[config.mk]
export PLATFORM = sky130hd
export DESIGN_NAME = sr_sequencer
export DESIGN_NICKNAME = d
export VERILOG_FILES = /design/src/rtl/sr_pkg.sv /design/src/rtl/sr_cfg_buffer.sv /design/src/rtl/sr_sequencer.sv
export SDC_FILE = /design/constraint.sdc
export NUM_CORES = 1
export LEC_CHECK = 0
export CORE_ASPECT_RATIO = 1.4
export CORE_UTILIZATION = 35
export CTS_CLUSTER_DIAMETER = 60
export DETAILED_ROUTE_END_ITERATION = 10
export MAX_ROUTING_LAYER = met4
export PLACE_DENSITY = 0.62
export SLEW_MARGIN = 20
export SYNTH_ARGS = -nofsm -noshare
export SYNTH_HDL_FRONTEND = slang
export SYNTH_HIERARCHICAL = 1
export SYNTH_SLANG_ARGS = --single-unit
[constraint.sdc]
create_clock -name clk_in -period 3.64 [get_ports clk_in]
set_clock_uncertainty 0.2 [all_clocks]
set_input_delay 0.364 -clock clk_in [delete_from_list [all_inputs] [get_ports clk_in]]
set_output_delay 0.364 -clock clk_in [all_outputs]
set_load 0.005 [all_outputs]
[src/rtl/sr_pkg.sv]
// Shared definitions for the shift-register sequencer and the shift-register top.
package sr_pkg;
  localparam int SR_WIDTH     = 170;
  localparam int SR_CFG_WIDTH = 16;
  localparam int SR_DIV_WIDTH = 6;

  typedef enum logic [2:0] {
    S_IDLE,
    S_START,
    S_WAIT_LOAD,
    S_WAIT_END,
    S_DONE
  } state_t;

  function automatic int nwords(input int width, input int cfg_width);
    return (width + cfg_width - 1) / cfg_width;
  endfunction
endpackage

[src/rtl/sr_cfg_buffer.sv]
// Word-shift configuration buffer: new words enter at the LSBs, the first word
// written ends up MSB-most. word_cnt saturates at the number of words needed.
module sr_cfg_buffer
  import sr_pkg::*;
#(
  parameter int WIDTH     = SR_WIDTH,
  parameter int CFG_WIDTH = SR_CFG_WIDTH
) (
  input  logic                 clk,
  input  logic                 rst_n,
  input  logic                 wr_en,
  input  logic                 clr,
  input  logic [CFG_WIDTH-1:0] din,
  output logic [WIDTH-1:0]     data,
  output logic [3:0]           word_cnt
);
  localparam logic [3:0] NW_CNT = 4'(nwords(WIDTH, CFG_WIDTH));

  // Bits above WIDTH can never reach data, so only the low WIDTH bits are kept.
  always_ff @(posedge clk or negedge rst_n) begin
    if (!rst_n) begin
      data     <= '0;
      word_cnt <= '0;
    end else if (clr) begin
      data     <= '0;
      word_cnt <= '0;
    end else if (wr_en) begin
      data <= WIDTH'({data, din});
      if (word_cnt != NW_CNT) word_cnt <= word_cnt + 4'd1;
    end
  end
endmodule

[src/rtl/sr_sequencer.sv]
// Sequencer that programs a shift-register chain: collects config words, holds
// start for two divided-clock periods, then tracks the load_sr handshake.
module sr_sequencer
  import sr_pkg::*;
#(
  parameter int WIDTH         = SR_WIDTH,
  parameter int CFG_WIDTH     = SR_CFG_WIDTH,
  parameter int DIV_WIDTH     = SR_DIV_WIDTH,
  parameter int COUNT_WIDTH   = 64,
  parameter int TIMEOUT_WIDTH = 24
) (
  input  logic                 clk_in,
  input  logic                 rst_n,
  input  logic                 cfg_wr_en,
  input  logic [CFG_WIDTH-1:0] cfg_din,
  input  logic                 cfg_clr,
  input  logic                 go,
  input  logic                 abort,
  input  logic [DIV_WIDTH-1:0] div,
  input  logic                 load_sr,
  output logic [WIDTH-1:0]     sr_din,
  output logic                 sr_start,
  output logic                 busy,
  output logic                 done,
  output logic [3:0]           word_cnt,
  output logic                 cfg_err,
  output logic                 timeout_err
);
  localparam logic [3:0] NW_CNT = 4'(nwords(WIDTH, CFG_WIDTH));

  state_t                   state, state_d;
  logic                     load_q, load_seen, load_rise, load_fall;
  logic [COUNT_WIDTH-1:0]   hold_cnt, hold_last;
  logic [TIMEOUT_WIDTH-1:0] tmo_cnt;
  logic                     in_idle, waiting, go_bad, tmo_hit;

  assign in_idle   = (state == S_IDLE);
  assign waiting   = (state == S_WAIT_LOAD) || (state == S_WAIT_END);
  assign load_rise = load_sr & ~load_q;
  assign load_fall = ~load_sr & load_q;
  assign tmo_hit   = waiting && (&tmo_cnt) && !abort;
  assign busy      = !in_idle;
  assign done      = (state == S_DONE);

  sr_cfg_buffer #(
    .WIDTH     (WIDTH),
    .CFG_WIDTH (CFG_WIDTH)
  ) u_buf (
    .clk      (clk_in),
    .rst_n    (rst_n),
    .wr_en    (cfg_wr_en && in_idle),
    .clr      (cfg_clr && in_idle),
    .din      (cfg_din),
    .data     (sr_din),
    .word_cnt (word_cnt)
  );

  // Last hold-counter index: 2^(div+1)-1, saturating so HOLD tops out at all-ones.
  always_comb begin
    if (int'(div) >= COUNT_WIDTH - 1) hold_last = {{(COUNT_WIDTH-1){1'b1}}, 1'b0};
    else hold_last = (COUNT_WIDTH'(1) << (int'(div) + 1)) - COUNT_WIDTH'(1);
  end

  always_comb begin
    state_d = state;
    go_bad  = 1'b0;
    case (state)
      S_IDLE:
        if (go && !cfg_clr) begin
          if (word_cnt == NW_CNT) state_d = S_START;
          else go_bad = 1'b1;
        end
      S_START:
        if (hold_cnt == hold_last) state_d = (load_seen || load_rise) ? S_WAIT_END : S_WAIT_LOAD;
      S_WAIT_LOAD:
        if (&tmo_cnt) state_d = S_IDLE;
        else if (load_rise) state_d = S_WAIT_END;
      S_WAIT_END:
        if (&tmo_cnt) state_d = S_IDLE;
        else if (load_fall) state_d = S_DONE;
      S_DONE:  state_d = S_IDLE;
      default: state_d = S_IDLE;
    endcase
    if (abort && !in_idle) state_d = S_IDLE;
  end

  always_ff @(posedge clk_in or negedge rst_n) begin
    if (!rst_n) begin
      state    <= S_IDLE;
      sr_start <= 1'b0;
    end else begin
      state    <= state_d;
      sr_start <= (state_d == S_START);
    end
  end

  always_ff @(posedge clk_in or negedge rst_n) begin
    if (!rst_n) begin
      load_q      <= 1'b0;
      load_seen   <= 1'b0;
      hold_cnt    <= '0;
      tmo_cnt     <= '0;
      cfg_err     <= 1'b0;
      timeout_err <= 1'b0;
    end else begin
      load_q    <= load_sr;
      // A load edge arriving while start is still held must not be lost.
      load_seen <= (state == S_START) && (load_seen || load_rise);
      hold_cnt  <= (state == S_START) ? hold_cnt + COUNT_WIDTH'(1) : '0;
      tmo_cnt   <= waiting ? tmo_cnt + TIMEOUT_WIDTH'(1) : '0;
      if (cfg_clr && in_idle) begin
        cfg_err     <= 1'b0;
        timeout_err <= 1'b0;
      end else begin
        if (go_bad || (cfg_wr_en && !in_idle)) cfg_err <= 1'b1;
        if (tmo_hit) timeout_err <= 1'b1;
      end
    end
  end
endmodule

==> impl_metrics.yaml, run 1 <==
route:
  viasPerCell: 5.33
  drc: 0
  postRouteAntennaNets: 0
  wl_mm: 54.7
  drt_first_pass_iters: 7
  via_count: 13000
  drt_iter0_markers: 818
  wl_per_cell_um: 22.5
floorplanning:
  ios: 208
  core_area_um2: 40400
  die_x_um: 173
  core.rowCount: 87
  die-area_um2: 42000
  dieHeight_um: 242
  initial_core_util_pct: 35.6
clock_tree:
  clk_latency_ns: 0.58
  cts_root_buf: "clkbuf_16"
  clkTransAtPathRegs_ns: 0.06
  clock-sinks: 270
  cts_buffers: 30
  htree_num_levels: 1
  cts_buffer_depth: 3
  cts_tree: "built"
grt:
  gr-usage-all-layers_pct: 26.6
  grt_start_max_net_pins: 90
  busiest_layer: "met2"
  grt_pass1_wl_mm: 82.6
  grtUsageMet2_pct: 45.0
  grt.overflow.total: 0
  use_met3_pct: 4.46
  grt_pass1_vias: 13200
  antenna_found_initial: 0
  use_met1_pct: 30.5
setup_path:
  worst_setup_path_end_kind: "register"
  crit_type: "in -> reg"
  rrSetupSlack_ns: 0.14
  cp_slowest_cell: "or4_4"
  cp-startpoint: "div[2]"
  critical_path.max_fanout: 3
  r2r_start: "hold_cnt[34]$_DFF_PN0_"
  cp.arrival_ns: 3.80
  required_ns: 3.89
  crit_family: "simple AND/OR/NAND/NOR gates"
  cp_common_cell: "or4_4"
  critPathBufInv: 2
  r2r-end: "sr_start$_DFF_PN0_"
  crit_path_cell_trace: "clkbuf_2 -> or4_4 -> o21a_4 -> or4_4 -> o211ai_2 -> o2111ai_2 -> a311oi_2 -> buf_4 -> nand4_1 -> or4_4 -> or4b_4 -> and3b_1"
  crit_path_start_kind: "input pin"
  slowest_delay_ns: 0.58
  r2r_cells: 11
yosys:
  synthFlopType: "dfrtp_1"
  synth_nets: 1568
  ys_top_cells_by_area: "dfrtp_1, mux2i_1, nor2_1"
  seq_area_frac_synth_pct: 46.9
  syn_avg_cell_area_um2: 9.38
  synth_warnings: 6
  yosysTopAreaCell: "dfrtp_1"
  synth_top_area_share_pct: 46.9
  synth.distinct_cells: 77
  synth.ff_latch_count: 270
  async_reset_ff_share_pct: 100
  netlist_area_um2: 14400
  synthCells: 1535
  synth_edf_count: 0
sta:
  setup_viol: 0
  grt_setup_unrepaired: "false"
  finalCritPeriodShare_pct: 97.4
  fmax_ghz: 0.282
  hold_violations: 0
  worst_slew_pin_slew_ns: 0.971
  slew_violations: 0
  fin_ws_ns: 0.0961
  fin_setup_tns_ns: 0
  slew_headroom_pct: 35.3
  period_needed_ns: 3.54
cells_and_area:
  antenna_cells: 0
  final_util_pct: 48.1
  area_delta_synth_final_pct: 35.0
  nets: 1906
  drive_above_1_share_pct: 16.2
min_path:
  min_to: "load_q$_DFF_PN0_"
  worstHoldPathCells: 1
  hold_path_startpoint: "load_sr"
  holdCritPathClass: "in -> reg"
pwr:
  ir_drop_mv: 0.456
  power.leakage_nw: 8.53
  powerDensity_nw_per_um2: 445
placement:
  routabilityCongestion: 1.04
  numPortBuffers: 207
  dp_slack_ns: -1.05
  dp_hpwl_mm: 41.2
run:
  max_cap_violations: 0
run_status:
  status: "completed"
==> worst max-delay path by stage <==
stage,to,depth (start not counted)
floorplan,sr_start$_DFF_PN0_,12
global placement,sr_start$_DFF_PN0_,16
detailed placement,sr_start$_DFF_PN0_,16
CTS,sr_start$_DFF_PN0_,12
global route,sr_start$_DFF_PN0_,11
finish,sr_start$_DFF_PN0_,12
==> registers in the layout (all words and copies together), names as in the netlist <==
name            flops
state               3
u_buf/word_cnt      4
load_q              1
timeout_err         1
u_buf/data        170
cfg_err             1
sr_start            1
tmo_cnt            24
load_seen           1
hold_cnt           64
==> per-stage QoR <==
stage,power [W],hold slack [ns],area (µm²),instances
floorplan,0.00464,-0.132,14400,1535
global placement,0.00568,0.227,18200,2364
detailed placement,0.00570,0.241,18200,2364
CTS,0.00872,0.164,19400,2429
global route,0.00902,0.201,19400,2431
finish,0.00865,0.174,19400,2431
==> cell usage after synthesis (all sizes together) (3+ instances only) <==
cell type and n:
a211o 3, a211oi 7, a21oi 50, a221oi 4, a22oi 3, a31oi 12, a32oi 7, and2 12
and3 20, and4 8, buf 43, clkbuf 66, dfrtp 270, ha 4, inv 18, mux2 4
mux2i 176, nand2 100, nand2b 7, nand3 55, nand3b 4, nand4 30, nand4b 3, nor2 317
nor2b 9, nor3 26, nor3b 4, nor4 12, o2111ai 7, o211ai 11, o21ai 55, o22ai 9
o311ai 3, o31ai 5, o32ai 4, or2 3, or3 15, or4 8, xnor2 37, xor2 69
==> layout make-up <==
cell class	instances	area, µm²
inverter	18	67.6
clock inverter	13	101
clock buffer	43	870
sequential	270	6760
tap	534	668
timing repair buffer	415	3730
fill	3822	20900
multi-input combinational	1138	7240
==> placed cells by master (no fill, tap or decap), types with 7 or more instances in the layout <==
cell / instances
nor4_1: 11
nand2b_1: 7
clkbuf_8: 7
nor3_1: 25
dfrtp_1: 270
o211ai_1: 10
a21oi_1: 49
xnor2_1: 36
mux2i_1: 176
buf_4: 193
buf_12: 8
clkdlybuf4s50_1: 200
and4_1: 8
a32oi_1: 7
nand4_1: 30
nand2_1: 98
and2_1: 7
nand3_1: 54
clkbuf_16: 30
a31oi_1: 11
o21ai_0: 49
or3_1: 15
o22ai_1: 9
xor2_1: 69
nor2b_1: 9
and3_1: 19
nor2_1: 315
inv_1: 17
==> routing by layer <==
layer	share of wire, %	vias up
met5	0	-
met4	5.0	0
met3	5.6	114
met2	50	380
met1	39	6440
li1	-	6032
==> cell families (layout without fill, tap and decap cells) <==
logic type                 Yosys count  count (layout)  share of synthesized area, %
AOI/OAI and AO/OA                  204             204                          9.17
xor gates and xnor gates           106             106                          6.45
adders and majority gates            6               6                         0.487
buffers and inverters              127             489                          3.89
DFF                                270             270                          46.9
muxes                              180             180                          12.5
other                                1               1                        0.0260
and+or+nand+nor                    641             641                          20.5
==> report_power, final <==
| group | internal (W) | switching [W] |
|---|---|---|
| registers | 0.00322 | 0.000220 |
| logic | 0.00103 | 0.00121 |
| clock network | 0.00168 | 0.00130 |
| total | 0.00593 | 0.00273 |
==> timing repair <==
action                                  in CTS  in global routing
pin swaps                                   10                 14
hold buffers                                 1                  0
buffers inserted                             8                  2
endpoints found under the setup margin       3                  2
gates resized for setup                     33                 28
hold endpoints to repair                    84                  0
No activity file was read; power rests on OpenSTA's default activity.
==> run 2: changes to the inputs <==
==> constraint.sdc (replaced) <==
create_clock -name clk_in -period 3.87 [get_ports clk_in]
set_clock_uncertainty 0.2 [all_clocks]
set_input_delay 0.387 -clock clk_in [delete_from_list [all_inputs] [get_ports clk_in]]
set_output_delay 0.387 -clock clk_in [all_outputs]
set_load 0.005 [all_outputs]
==> run 2 against run 1 <==
Register-to-register slack got worse by 0.03 ns. First-iteration DRC count increased by 5.9%. Die area unchanged. Final cell count decreased by 1.1%. Worst setup slack got worse by 0.043 ns.
==> impl_metrics.yaml, run 2 (same netlist as run 1, synthesis figures left out) <==
run_status:
  status: "completed"
min_path:
  holdCritPathClass: "in -> async"
setup_path:
  required_ns: 4.12
  slowest_delay_ns: 0.59
  critPathBufInv: 1
  crit_path_cell_trace: "dlygate4sd2_1 -> or2_4 -> nor2_4 -> nand2_2 -> ha_4 -> nor3b_1 -> a21oi_1 -> nand4_1 -> or4_4 -> nor4_4 -> nand4_1 -> or4_4 -> or4b_4 -> and3b_1"
  crit_family: "simple AND/OR/NAND/NOR gates"
  crit_path_start_kind: "input pin"
  cp.arrival_ns: 4.07
  crit_type: "in -> reg"
  critical_path.max_fanout: 5
  cp_slowest_cell: "or4_4"
  worst-path-stages: 14
  r2r_cells: 9
  worst_setup_path_end_kind: "register"
pwr:
  seqPwrFrac_pct: 39.7
  ir_drop_mv: 0.457
  p_sw_share_pct: 30.4
  powerDensity_nw_per_um2: 425
  combPwrFrac_pct: 25.2
  p_switching_w: 0.00248
  power_frac_clock_pct: 35.0
  power.leakage_nw: 8.40
  finalPower_w: 0.00814
  internal_power_w: 0.00566
floorplanning:
  dieHeight_um: 242
  die_x_um: 173
  core_area_um2: 40400
  initial_core_util_pct: 35.6
  die-area_um2: 42000
  ios: 208
  core.rowCount: 87
cells_and_area:
  largest_reg_flops: 170
  layoutNonFillerInstCount: 2404
  layout_commonest_cell: "nor2_1"
  top_register: "u_buf/data"
  area_delta_synth_final_pct: 33.2
  layout_common_cells: "nor2_1, dfrtp_1, clkdlybuf4s50_1"
  reg_top3: "u_buf/data: 170 flops, hold_cnt: 64 flops, tmo_cnt: 24 flops"
  nets: 1881
  antenna_cells: 0
  drive_above_1_share_pct: 14.0
clock_tree:
  cts_buffers: 29
  clk_latency_ns: 0.56
  cts_root_buf: "clkbuf_16"
  cts_tree: "built"
  clkTransAtPathRegs_ns: 0.06
  clock-sinks: 270
  cts_buffer_depth: 3
  htree_num_levels: 1
route:
  drt_iter0_markers: 866
  wl_per_cell_um: 22.5
  drc: 0
  viasPerCell: 5.37
  wl_mm: 54.0
  drt_first_pass_iters: 9
  via_count: 12900
  postRouteAntennaNets: 0
sta:
  fin_ws_ns: 0.0533
  worst_slew_pin_slew_ns: 1.02
  slew_headroom_pct: 32.2
  fmax_ghz: 0.262
  whs_ns: 0.171
  slew_violations: 0
  hold_violations: 0
  finalCritPeriodShare_pct: 98.6
  fin_setup_tns_ns: 0
  grt_setup_unrepaired: "false"
  period_needed_ns: 3.82
  setup_viol: 0
grt:
  gr-usage-all-layers_pct: 26.2
  grt_start_max_net_pins: 84
  grt.overflow.total: 0
  grt_pass1_vias: 13000
  grt_pass1_wl_mm: 80.7
  antenna_found_initial: 0
placement:
  numPortBuffers: 207
  dp_hpwl_mm: 40.9
  dp_slack_ns: -0.872
  placedCellCount: 2349
  routabilityCongestion: 1.05
run:
  max_cap_violations: 0
run 2: per-stage QoR:
step | instance area, µm² | util [%]
2_1_floorplan | 14400 | -
3_3_place_gp | 18100 | 44.8
3_5_place_dp | 18100 | 44.8
4_1_cts | 19200 | 47.4
5_1_grt | 19200 | 47.5
6_report | 19200 | 47.5
run 2: layout make-up:
type / count / area [µm²]
Clock buffer: 42 / 835
Sequential cell: 270 / 6760
Multi-Input combinational cell: 1138 / 7170
Fill cell: 3846 / 21200
Clock inverter: 11 / 149
Timing Repair Buffer: 391 / 3520
Tap cell: 534 / 668
Inverter: 18 / 67.6
run 2: worst paths after layout:
path                                             from                          to  slack [ns]
worst max-delay path                           div[2]          sr_start$_DFF_PN0_        0.05
worst min-delay path                            rst_n       hold_cnt[5]$_DFF_PN0_        0.17
worst max register to register  hold_cnt[4]$_DFF_PN0_          sr_start$_DFF_PN0_        0.11
worst min register to register   tmo_cnt[0]$_DFF_PN0_        tmo_cnt[0]$_DFF_PN0_        0.30
max in group asynchronous                       rst_n  u_buf/data[12]$_DFFE_PN0P_        2.33
min in group clk_in                           load_sr            load_q$_DFF_PN0_        0.19
run 2: routing by layer:
metal | GRT usage (%) | vias to the layer above | routed length (µm) | share of wire, %
met5 | - | - | 0 | 0
met4 | 15.4 | 0 | 3360 | 6.2
met3 | 4.65 | 126 | 3390 | 6.3
met2 | 43.5 | 448 | 26700 | 49
met1 | 29.4 | 6345 | 20500 | 38
li1 | - | 5987 | - | -
run 2: power by group through the flow:
stage                     registers (W)  logic [W]  clock network (W)
after global routing            0.00327    0.00221            0.00304
after floorplan                 0.00324    0.00112                  0
after CTS                       0.00324    0.00206            0.00293
after global placement          0.00328    0.00205                  0
final                           0.00324    0.00205            0.00285
after detailed placement        0.00328    0.00204                  0
run 2: what timing repair did:
action / 4_1_cts / 5_1_grt
hold endpoints to repair: 77 / 0
hold buffers: 1 / 0
buffers inserted: 1 / 0
pin swaps: 10 / 0
gates resized for setup: 19 / 3
setup endpoints to repair: 3 / 2
==> run 3: changes to the inputs <==
--- a/config.mk
+++ b/config.mk
@@ -6,6 +6,7 @@
 export NUM_CORES = 1
 export LEC_CHECK = 0
 export CORE_ASPECT_RATIO = 1.4
+export CORE_MARGIN = 2
 export CORE_UTILIZATION = 35
 export CTS_CLUSTER_DIAMETER = 60
 export DETAILED_ROUTE_END_ITERATION = 10
==> run 3 against run 2 <==
Final area grew 0.81%. Non-clock buffer count is 2 lower. Worst setup slack better by 0.050 ns. Critical path type unchanged. Die area up 2.0%. Combinational power about the same. Largest power group unchanged. Register-to-register slack improved by 0.34 ns. Critical endpoint unchanged. Sequential share of layout area fell by 0.28 points. Sequential cell count unchanged.
==> impl_metrics.yaml, run 3 (same netlist as run 1, synthesis figures left out) <==
run_status:
  status: "completed"
pwr:
  power.leakage_nw: 8.45
  combPwrFrac_pct: 24.5
  internal_power_w: 0.00591
  p_switching_w: 0.00253
  seqPwrFrac_pct: 38.3
  finalPower_w: 0.00844
  powerDensity_nw_per_um2: 437
  power_frac_clock_pct: 37.3
  ir_drop_mv: 0.401
  p_sw_share_pct: 30.0
sta:
  slew_violations: 0
  slew_headroom_pct: 33.7
  hold_violations: 0
  setup_viol: 0
  whs_ns: 0.191
  grt_setup_unrepaired: "false"
  worst_slew_pin_slew_ns: 0.995
  fmax_ghz: 0.266
  finalCritPeriodShare_pct: 97.3
  fin_setup_tns_ns: 0
  period_needed_ns: 3.77
clock_tree:
  clock-sinks: 270
  cts_root_buf: "clkbuf_16"
  htree_num_levels: 1
  cts_setup_buffers: 0
  cts_buffer_depth: 3
  cts_buffers: 29
  cts_tree: "built"
  clk_latency_ns: 0.58
  clkTransAtPathRegs_ns: 0.07
route:
  drt_iter0_markers: 1019
  via_count: 12800
  postRouteAntennaNets: 0
  wl_per_cell_um: 21.8
  viasPerCell: 5.35
  wl_mm: 52.5
  drc: 0
  drt_first_pass_iters: 6
grt:
  gr-usage-all-layers_pct: 25.1
  grtUsageMet2_pct: 41.0
  use_met3_pct: 4.37
  grt_start_max_net_pins: 83
  busiest_layer: "met2"
  antenna_found_initial: 0
  use_met1_pct: 29.0
  grt.overflow.total: 0
  grt_pass1_wl_mm: 79.8
  grt_pass1_vias: 13000
setup_path:
  critical_path.max_fanout: 10
  worst_setup_path_end_kind: "register"
  cp.arrival_ns: 4.02
  crit_type: "in -> reg"
  crit_path_start_kind: "input pin"
  required_ns: 4.13
floorplanning:
  die_x_um: 175
  ios: 208
  initial_core_util_pct: 35.6
  die-area_um2: 42800
  core.rowCount: 87
  dieHeight_um: 244
  core_area_um2: 40400
cells_and_area:
  area_delta_synth_final_pct: 34.2
  layout_commonest_cell: "nor2_1"
  largest_reg_flops: 170
  layout_common_cells: "nor2_1, dfrtp_1, clkdlybuf4s50_1"
  antenna_cells: 0
  top_register: "u_buf/data"
  drive_above_1_share_pct: 14.2
  reg_top3: "u_buf/data: 170 flops, hold_cnt: 64 flops, tmo_cnt: 24 flops"
  nets: 1879
  fillCellCount: 3810
run:
  max_cap_violations: 0
placement:
  dp_hpwl_mm: 39.6
  routabilityCongestion: 1.01
  numPortBuffers: 207
min_path:
  holdCritPathClass: "in -> reg"
==> run 3: per-layer routing <==
metal  routed length, µm  part of all wire, %
met1               20600                   39
met4                3600                  6.8
met3                3020                  5.7
met2               25300                   48
met5                   0                    0
==> run 3: per-stage QoR <==
step	utilization [%]	setup WS (ns)	area [µm²]	cells
final	47.9	0.104	19300	2403
after detailed placement	44.9	-0.730	18100	2348
after floorplan	-	0.00319	14400	1535
after global placement	44.9	-0.695	18100	2348
after CTS	47.7	0.00393	19300	2403
after global routing	47.9	0.00857	19300	2403
==> run 3: repair_timing <==
item / 4_1_cts / 5_1_grt
pin swaps: 3 / 7
hold buffers: 1 / 0
resized for setup: 6 / 16
endpoints found under the hold margin: 78 / 0
gates cloned: 0 / 0
setup endpoints to repair: 2 / 2
==> run 3: path summary, 6_finish.rpt <==
check / slack, ns / cells past startpoint / end / start
max: 0.10 / 13 / sr_start$_DFF_PN0_ / div[4]
min: 0.19 / 1 / load_q$_DFF_PN0_ / load_sr
max reg2reg: 0.45 / 10 / sr_start$_DFF_PN0_ / hold_cnt[4]$_DFF_PN0_
min reg2reg: 0.29 / 1 / tmo_cnt[0]$_DFF_PN0_ / tmo_cnt[0]$_DFF_PN0_
max in group asynchronous: 2.30 / 3 / timeout_err$_DFFE_PN0P_ / rst_n
min in group asynchronous: 0.20 / 2 / hold_cnt[12]$_DFF_PN0_ / rst_n
==> run 3: area by class of cell <==
cell class | instances | area, µm² | share of cell area [%]
clock buffers | 35 | 788 | 4.08
clock inverters | 19 | 309 | 1.60
inverters | 18 | 67.6 | 0.350
multi-input cells | 1138 | 7180 | 37.1
flip-flops and latches | 270 | 6760 | 35.0
well taps | 534 | 668 | 3.46
repair buffers | 389 | 3560 | 18.4
==> run 3: worst max-delay path: stages <==
cell,delay (ns)
clkdlybuf4s50_1,0.43
or4_4,0.50
o21a_1,0.22
buf_4,0.18
and2_1,0.18
buf_4,0.15
o211ai_1,0.29
xor2_1,0.16
a31oi_1,0.26
nand4_1,0.24
nand4b_1,0.26
or4b_4,0.57
and3b_1,0.18
==> run 3: power groups by stage <==
stage          clock network (W)  logic (W)  registers [W]
2_1_floorplan                  0    0.00112        0.00324
3_3_place_gp                   0    0.00205        0.00327
3_5_place_dp                   0    0.00205        0.00328
4_1_cts                  0.00322    0.00207        0.00324
5_1_grt                  0.00334    0.00223        0.00326
6_report                 0.00315    0.00207        0.00323
